## src/rtl/stopwatch_pkg.sv

```systemverilog
// Shared constants and encodings for the stopwatch timekeeping core.
package stopwatch_pkg;

    localparam int unsigned MIN_MAX = 59;
    localparam int unsigned SEC_MAX = 59;
    localparam int unsigned FIELD_W = 6;

    typedef enum logic {
        ST_RUN    = 1'b0,
        ST_PAUSED = 1'b1
    } run_state_e;

    localparam logic [1:0] BLINK_NONE = 2'b00;
    localparam logic [1:0] BLINK_MIN  = 2'b01;
    localparam logic [1:0] BLINK_SEC  = 2'b10;

endpackage

```

## src/rtl/stopwatch_ctrl_if.sv

```systemverilog
// Control inputs and display-facing outputs of the stopwatch core.
interface stopwatch_ctrl_if #(
    parameter int unsigned W = 6
);

    logic         count_tick;
    logic         adj_tick;
    logic         adj;
    logic         sel;
    logic         pause;
    logic [W-1:0] min;
    logic [W-1:0] sec;
    logic [1:0]   blink_en;
    logic         running;

    // Upstream side: tick generator, debouncers and whoever watches the outputs.
    modport master (
        output count_tick, adj_tick, adj, sel, pause,
        input  min, sec, blink_en, running
    );

    // Stopwatch core side.
    modport slave (
        input  count_tick, adj_tick, adj, sel, pause,
        output min, sec, blink_en, running
    );

endinterface

```

## src/rtl/mod_n_field.sv

```systemverilog
// Wrap counter 0..MAX; advances by one on inc and flags the wrap cycle.
module mod_n_field #(
    parameter int unsigned MAX = 59,
    parameter int unsigned W   = 6
) (
    input  logic         clk,
    input  logic         reset,
    input  logic         inc,
    output logic [W-1:0] value,
    output logic         wrap
);

    localparam logic [W-1:0] MaxV = W'(MAX);

    logic [W-1:0] value_q;
    logic [W-1:0] value_d;
    logic         at_max;

    // Next value: only ever 0 or value+1 below MAX, so out-of-range cannot occur.
    always_comb begin
        value_d = value_q;
        at_max  = (value_q == MaxV);
        if (inc) begin
            value_d = at_max ? '0 : value_q + W'(1);
        end
    end

    // Field register.
    always_ff @(posedge clk or posedge reset) begin
        if (reset) begin
            value_q <= '0;
        end else begin
            value_q <= value_d;
        end
    end

    assign value = value_q;
    assign wrap  = at_max & inc;

endmodule

```

## src/rtl/stopwatch_ctrl.sv

```systemverilog
// MM:SS stopwatch core: run/pause FSM, adjust-mode muxing and field blink control.
module stopwatch_ctrl #(
    parameter int unsigned MIN_MAX = 59,
    parameter int unsigned SEC_MAX = 59,
    parameter int unsigned W       = 6
) (
    input  logic             clk,
    input  logic             reset,
    stopwatch_ctrl_if.slave  bus
);

    import stopwatch_pkg::run_state_e;
    import stopwatch_pkg::ST_RUN;
    import stopwatch_pkg::ST_PAUSED;
    import stopwatch_pkg::BLINK_NONE;
    import stopwatch_pkg::BLINK_MIN;
    import stopwatch_pkg::BLINK_SEC;

    run_state_e   state_q;
    run_state_e   state_d;
    logic [1:0]   blink_q;
    logic [1:0]   blink_d;
    logic         sec_inc;
    logic         min_inc;
    logic         sec_wrap;
    logic [W-1:0] sec_val;
    logic [W-1:0] min_val;

    // Run/pause next state: a pause pulse toggles in every mode, adjust included.
    always_comb begin
        state_d = state_q;
        if (bus.pause) begin
            state_d = (state_q == ST_RUN) ? ST_PAUSED : ST_RUN;
        end
    end

    // Run/pause state register.
    always_ff @(posedge clk or posedge reset) begin
        if (reset) begin
            state_q <= ST_RUN;
        end else begin
            state_q <= state_d;
        end
    end

    // Field increments: adjust steps one field with no carry, otherwise seconds carry into minutes.
    always_comb begin
        sec_inc = 1'b0;
        min_inc = 1'b0;
        blink_d = BLINK_NONE;
        if (bus.adj) begin
            sec_inc = bus.adj_tick & bus.sel;
            min_inc = bus.adj_tick & ~bus.sel;
            blink_d = bus.sel ? BLINK_SEC : BLINK_MIN;
        end else begin
            sec_inc = bus.count_tick & (state_q == ST_RUN);
            min_inc = sec_wrap;
        end
    end

    // Blink enable register.
    always_ff @(posedge clk or posedge reset) begin
        if (reset) begin
            blink_q <= BLINK_NONE;
        end else begin
            blink_q <= blink_d;
        end
    end

    mod_n_field #(
        .MAX (SEC_MAX),
        .W   (W)
    ) u_sec (
        .clk   (clk),
        .reset (reset),
        .inc   (sec_inc),
        .value (sec_val),
        .wrap  (sec_wrap)
    );

    mod_n_field #(
        .MAX (MIN_MAX),
        .W   (W)
    ) u_min (
        .clk   (clk),
        .reset (reset),
        .inc   (min_inc),
        .value (min_val),
        .wrap  ()
    );

    assign bus.sec      = sec_val;
    assign bus.min      = min_val;
    assign bus.blink_en = blink_q;
    assign bus.running  = (state_q == ST_RUN);

endmodule
```

## src/flat_wrapper.sv

```systemverilog
// flat-port wrapper written by rule: the top's interface ports become plain ports
module stopwatch_ctrl_flat import stopwatch_pkg::run_state_e; import stopwatch_pkg::ST_RUN; import stopwatch_pkg::ST_PAUSED; import stopwatch_pkg::BLINK_NONE; import stopwatch_pkg::BLINK_MIN; import stopwatch_pkg::BLINK_SEC;
#(
    parameter int unsigned MIN_MAX = 59,
    parameter int unsigned SEC_MAX = 59,
    parameter int unsigned W       = 6
)
  (clk, reset, bus_count_tick, bus_adj_tick, bus_adj, bus_sel, bus_pause, bus_min, bus_sec, bus_blink_en, bus_running);
  stopwatch_ctrl_if #(.W(W)) bus_i ();
  input  logic clk;
  input  logic reset;
  input wire logic [$bits(bus_i.count_tick)-1:0] bus_count_tick;
  input wire logic [$bits(bus_i.adj_tick)-1:0] bus_adj_tick;
  input wire logic [$bits(bus_i.adj)-1:0] bus_adj;
  input wire logic [$bits(bus_i.sel)-1:0] bus_sel;
  input wire logic [$bits(bus_i.pause)-1:0] bus_pause;
  output wire logic [$bits(bus_i.min)-1:0] bus_min;
  output wire logic [$bits(bus_i.sec)-1:0] bus_sec;
  output wire logic [$bits(bus_i.blink_en)-1:0] bus_blink_en;
  output wire logic [$bits(bus_i.running)-1:0] bus_running;
  assign bus_i.count_tick = bus_count_tick;
  assign bus_i.adj_tick = bus_adj_tick;
  assign bus_i.adj = bus_adj;
  assign bus_i.sel = bus_sel;
  assign bus_i.pause = bus_pause;
  assign bus_min = bus_i.min;
  assign bus_sec = bus_i.sec;
  assign bus_blink_en = bus_i.blink_en;
  assign bus_running = bus_i.running;
  stopwatch_ctrl #(.MIN_MAX(MIN_MAX), .SEC_MAX(SEC_MAX), .W(W)) u_core (.clk(clk), .reset(reset), .bus(bus_i));
endmodule
```

## config.mk

```make
export PLATFORM = sky130hd
export DESIGN_NAME = stopwatch_ctrl_flat
export DESIGN_NICKNAME = d
export VERILOG_FILES = /design/src/rtl/stopwatch_pkg.sv /design/src/rtl/stopwatch_ctrl_if.sv /design/src/rtl/mod_n_field.sv /design/src/rtl/stopwatch_ctrl.sv /design/src/flat_wrapper.sv
export SDC_FILE = /design/constraint.sdc
export NUM_CORES = 1
export LEC_CHECK = 0
export CELL_PAD_IN_SITES_DETAIL_PLACEMENT = 1
export CELL_PAD_IN_SITES_GLOBAL_PLACEMENT = 2
export CORE_MARGIN = 5
export CORE_UTILIZATION = 28
export CTS_BUF_LIST = sky130_fd_sc_hd__clkbuf_8 sky130_fd_sc_hd__clkbuf_16
export DETAILED_ROUTE_END_ITERATION = 10
export PLACE_DENSITY = 0.82
export RECOVER_POWER = 25
export SLEW_MARGIN = 10
export SYNTH_ARGS = -nofsm -noshare
export SYNTH_HDL_FRONTEND = slang
export SYNTH_HIERARCHICAL = 1
export SYNTH_SLANG_ARGS = --single-unit
```

## constraint.sdc

```tcl
create_clock -name clk -period 4.58 [get_ports clk]
set_clock_uncertainty 0.15 [all_clocks]
set_input_delay 1.145 -clock clk [delete_from_list [all_inputs] [get_ports clk]]
set_output_delay 1.145 -clock clk [all_outputs]
set_load 0.03 [all_outputs]
```

# == Word-level counts from Yosys, hierarchy flattened ==
# Cells that the tools add are included.
# totals
memories,0
rom_bits,0
register_bits,15
latchBits,0
ramBits,0
elab_cells,21
# op_classes
div,0
n_mul,0
addsub,2
n_lt_le_gt_ge,0
n_mux,7
n_bitwise,6
n_eq_ne,2
n_reduce_logical,0
shifts,0
# ops
operator,count
adder 6 x 1 -> 6 bit (second input constant),2
equality test 6 bit (second input constant),2
two-way mux 6 bit,2
AND 1 bit,4
two-way mux 2 bit,2
two-way mux 1 bit,3
inverter 1 bit,2

# == Longest topological paths before layout ==
# logic_depth
depth_word,5
ltp_mapped,9
ltp_nobuf,9

# == Hierarchy ==
# The synthesis kept the hierarchy.
# modules_own_cells
mod,area_each_um2,cells_per_inst,instances
mod_n_field,285.3,28,2
stopwatch_ctrl,135.1,13,1

# == Least setup slack after synthesis ==
# Ideal clock, no wire load.
# synth_timing
path_type,in2reg
start,in bus_adj
end,reg u_core.u_min.value_q[5] (netlist: u_core/u_min/value[5])
slack_ns,1.315
n_path_buf,0
stages,9
setup_time_ns,0.069
t_required_ns,4.361
arrival_ns,3.046
cell_sequence,nor2_1 > a32o_1 > nand2_1 > nor3_1 > inv_1 > o21ai_0 > nand4_1 > or3_1 > nand3_1
# synth_via
elab_chain_cells,3
# synth_rtl
element,line,text
from (decl),flat_wrapper.sv:14,input wire logic [$bits(bus_i.adj)-1:0] bus_adj;
two-way mux 1 bit,stopwatch_ctrl.sv:51,if (bus.adj) begin
named net u_core.sec_inc,stopwatch_ctrl.sv:23,logic sec_inc;
AND 1 bit,mod_n_field.sv:38,assign wrap = at_max & inc;
named net u_core.sec_wrap,stopwatch_ctrl.sv:25,logic sec_wrap;
two-way mux 1 bit,stopwatch_ctrl.sv:51,
named net u_core.min_inc,stopwatch_ctrl.sv:24,logic min_inc;
to (signal assigned),mod_n_field.sv:33,value_q <= value_d;
to (decl),mod_n_field.sv:15,logic [W-1:0] value_q;
# The timed path passes the listed nets, and every way through them passes these cells.
# A chain may end at the register's enable or synchronous reset.

# == Final worst setup path ==
# layout_timing
start,in bus_adj
end,reg u_core.u_min.value_q[3] (netlist: u_core/u_min/value[3])
# Same word-level chain as after synthesis.

==> impl_metrics.tcl <==
set metrics [dict create \
    crit_fanout 6 \
    setup-violations-final 0 \
    routability_cong 0.808 \
    fp.dieArea_sq_um 3620 \
    grt.met3_usage_pct 4.32 \
    seq_area_sq_um 375 \
    ctsLongestPathBuffers 2 \
    post_synth_instance_area_sq_um 706 \
    layout.nets 105 \
    cts_made_buffers 3 \
    number_of_fillers_in_the_final_layout 287 \
    grt_start_max_net_pins 10 \
    horizontal_die_dimension_um 60.2 \
    design_power_total_mw 0.637 \
    power_density_nw_per_um2 632 \
    reg2reg_depth 10 \
    core-area_sq_um 2450 \
    drt-vias-per-instance 4.86 \
    finalInstanceArea_sq_um 1010 \
    synth-seq-cells 15 \
    crit_chain "clkdlybuf4s50_1 > a32o_1 > nand2_1 > nor3_1 > inv_1 > o21ai_0 > buf_4 > nand2_1 > nor3_1 > nor2_1" \
    route.final.wire_length_mm 1.75 \
    post_cts.resized_instances 0 \
    fmax_ghz 0.280 \
    synth.distinct_cells 19 \
    critical_path.slowest_cell "sky130_fd_sc_hd__clkdlybuf4s50_1" \
    first_pass_grt_wire_length_mm 2.90 \
    detailedPlacementHpwl_mm 1.42 \
    diodes 0 \
    die_h_um 60.2 \
    globalRoute.totalOverflow 0 \
    critical_path.endpoint_type "flop" \
    cts_tree "built" \
    detail_route.first_pass.iterations 4 \
    top_library_cells_by_usage_in_the_layout_fill_and_taps_aside "sky130_fd_sc_hd__clkdlybuf4s50_1 (20), sky130_fd_sc_hd__dfrtp_1 (15), sky130_fd_sc_hd__nand2_1 (8), sky130_fd_sc_hd__nor2_1 (7)" \
    maximum_vdd_drop_mv 0.339 \
    grtUsageMet2_pct 19.8 \
    ant_nets 0 \
    drt_drc_violations_left 0 \
    area_growth_pct 42.7 \
    finalHoldViolCount 0 \
    run_status "completed" \
    post_cts.repair.setup_buffers 0 \
    post_drt_wl_per_cell_um 14.0 \
    cpPeakStageDelay_ns 0.55 \
    synth_top_area_share_pct 53.2 \
    hold_path.class "reg -> reg" \
    clock_tree.root_cell "sky130_fd_sc_hd__clkbuf_8" \
    antenna_violations_before_repair 0 \
    slew-limit-headroom_pct 71.4 \
    grt.met1_usage_pct 11.9 \
    timing.critical_path.arrival_ns 3.54 \
    floorplan.io_pins 22 \
    cp.buffers_inverters 3 \
    critical_path_class "in -> reg" \
    fp-row-count 18 \
    netlist_top_cells_area "sky130_fd_sc_hd__dfrtp_1 (53%), sky130_fd_sc_hd__xor2_1 (6.2%), sky130_fd_sc_hd__nand2_1 (4.3%)" \
    track_usage_pct 10.9 \
    multi_input_area_sq_um 312 \
    synth_area_leader_cell "sky130_fd_sc_hd__dfrtp_1" \
    finalSetupTns_ns 0 \
    finalCriticalPeriod_ns 3.57 \
    number_of_buffers_inserted_by_port_buffering 21 \
    postSynthNetCount 78 \
    first_global_vias 644 \
    placedInstanceArea_sq_um 961 \
    total_leakage_power_nw 0.416 \
    drtIter0Drc 6 \
    worst_skew_pair.late_latency_ns 0.24 \
    post_cts_hold_buffer_count 0 \
    total_number_of_vias 608 \
    period_share_pct 78.0 \
    clock_input_transition_at_the_sequential_cells_of_the_worst_setup_and_hold_paths_ns 0.06 \
    share_of_layout_cells_above_drive_strength_1_pct 8.42 \
    drv.max_cap_violation_count 0 \
    gr-max-usage-layer "met2" \
    synthCells 69 \
    start_util_pct 28.7 \
    timing.critical_path.depth 10 \
    cp_top_family "simple AND/OR/NAND/NOR gates" \
    start_kind "input port" \
    clock_sinks 15 \
    seq_area_frac_synth_pct 53.2 \
    required_ns 4.55 \
    rsz0062_at_grt "false" \
    synth.avg_cell_area_sq_um 10.2 \
    finalMaxSlewViolations 0 \
    timing.hold.worst_path_depth 1 \
    mostFrequentLayoutCell "sky130_fd_sc_hd__clkdlybuf4s50_1" \
    clock_tree.htree_level_count 1 \
    worst_pin_slew_ns 0.426 \
    ys.warnings.count 6 \
]
worst register-to-register path, stage by stage (launching register included):
cell                      delay, ns
sky130_fd_sc_hd__dfrtp_1       0.41
sky130_fd_sc_hd__nor2_1        0.11
sky130_fd_sc_hd__a32o_1        0.28
sky130_fd_sc_hd__nand2_1       0.15
sky130_fd_sc_hd__nor3_1        0.40
sky130_fd_sc_hd__inv_1         0.07
sky130_fd_sc_hd__o21ai_0       0.16
sky130_fd_sc_hd__buf_4         0.17
sky130_fd_sc_hd__nand2_1       0.11
sky130_fd_sc_hd__nor3_1        0.35
sky130_fd_sc_hd__nor2_1        0.10
power breakdown:
part	switching (mW)	leakage [nW]	internal, mW
Sequential	0.0644	0.178	0.178
Clock	0.0467	0.0255	0.0602
Combinational	0.160	0.212	0.127
per-layer routing:
layer | wire [um] | vias to the layer above
li1 | - | 292
met1 | 712 | 300
met2 | 932 | 16
met3 | 105 | 0
met4 | 0 | 0
met5 | 0 | -
final timing paths:
path | from | endpoint | slack, ns
worst min-delay path | u_core/state_q | u_core/state_q | 0.37
worst min register to register | u_core/state_q | u_core/state_q | 0.37
min in group asynchronous | reset | u_core/state_q | 1.11
worst max-delay path | bus_adj | u_core/u_min/value[3] | 1.01
max in group asynchronous | reset | u_core/u_sec/value[3] | 2.90
worst max register to register | u_core/state_q | u_core/u_min/value[3] | 1.99
registers in the layout, summed over array words and instances (netlist names):
name	count
u_core/u_min/value	6
u_core/u_sec/value	6
u_core/bus.blink_en	2
u_core/state_q	1
cell type report:
type / instances / share of cell area, %
Sequential cell: 15 / 37.3
Multi-Input combinational cell: 49 / 30.9
Timing Repair Buffer: 22 / 21.6
Clock buffer: 3 / 4.10
Tap cell: 30 / 3.73
Inverter: 5 / 1.86
Clock inverter: 1 / 0.497
cell families after synthesis:
| logic type | after synthesis | synth area share [%] |
|---|---|---|
| AO/OA/AOI/OAI | 8 | 8.16 |
| XOR/XNOR | 7 | 8.69 |
| adder cells (fa/ha/maj) | 2 | 3.55 |
| buffers and inverters | 5 | 2.66 |
| flip-flops | 15 | 53.2 |
| multiplexers | 2 | 3.19 |
| AND/OR/NAND/NOR | 30 | 20.6 |
cell usage after synthesis:
master and n:
sky130_fd_sc_hd__nor3_1 2, sky130_fd_sc_hd__o21ai_0 3, sky130_fd_sc_hd__xnor2_1 2, sky130_fd_sc_hd__o2111ai_1 2
sky130_fd_sc_hd__a32o_1 1, sky130_fd_sc_hd__and2_2 1, sky130_fd_sc_hd__xor2_1 5, sky130_fd_sc_hd__nand2_1 8
sky130_fd_sc_hd__nand4_1 4, sky130_fd_sc_hd__nand3_1 4, sky130_fd_sc_hd__inv_1 5, sky130_fd_sc_hd__ha_1 2
sky130_fd_sc_hd__dfrtp_1 15, sky130_fd_sc_hd__nor2_1 7, sky130_fd_sc_hd__nand3b_1 1, sky130_fd_sc_hd__or3_1 2
sky130_fd_sc_hd__nor2b_1 1, sky130_fd_sc_hd__mux2_2 2, sky130_fd_sc_hd__o211ai_1 2
per-stage QoR:
stage	std cells	utilization, %	hold slack (ns)	setup slack (ns)
after floorplan	69	-	0.313	1.32
after global placement	121	39.1	0.348	0.808
after detailed placement	121	39.1	0.362	0.692
after CTS	125	41.0	0.380	0.962
after global routing	125	41.0	0.411	0.621
final	125	41.0	0.374	1.01
(Power assumes the default switching activity.)
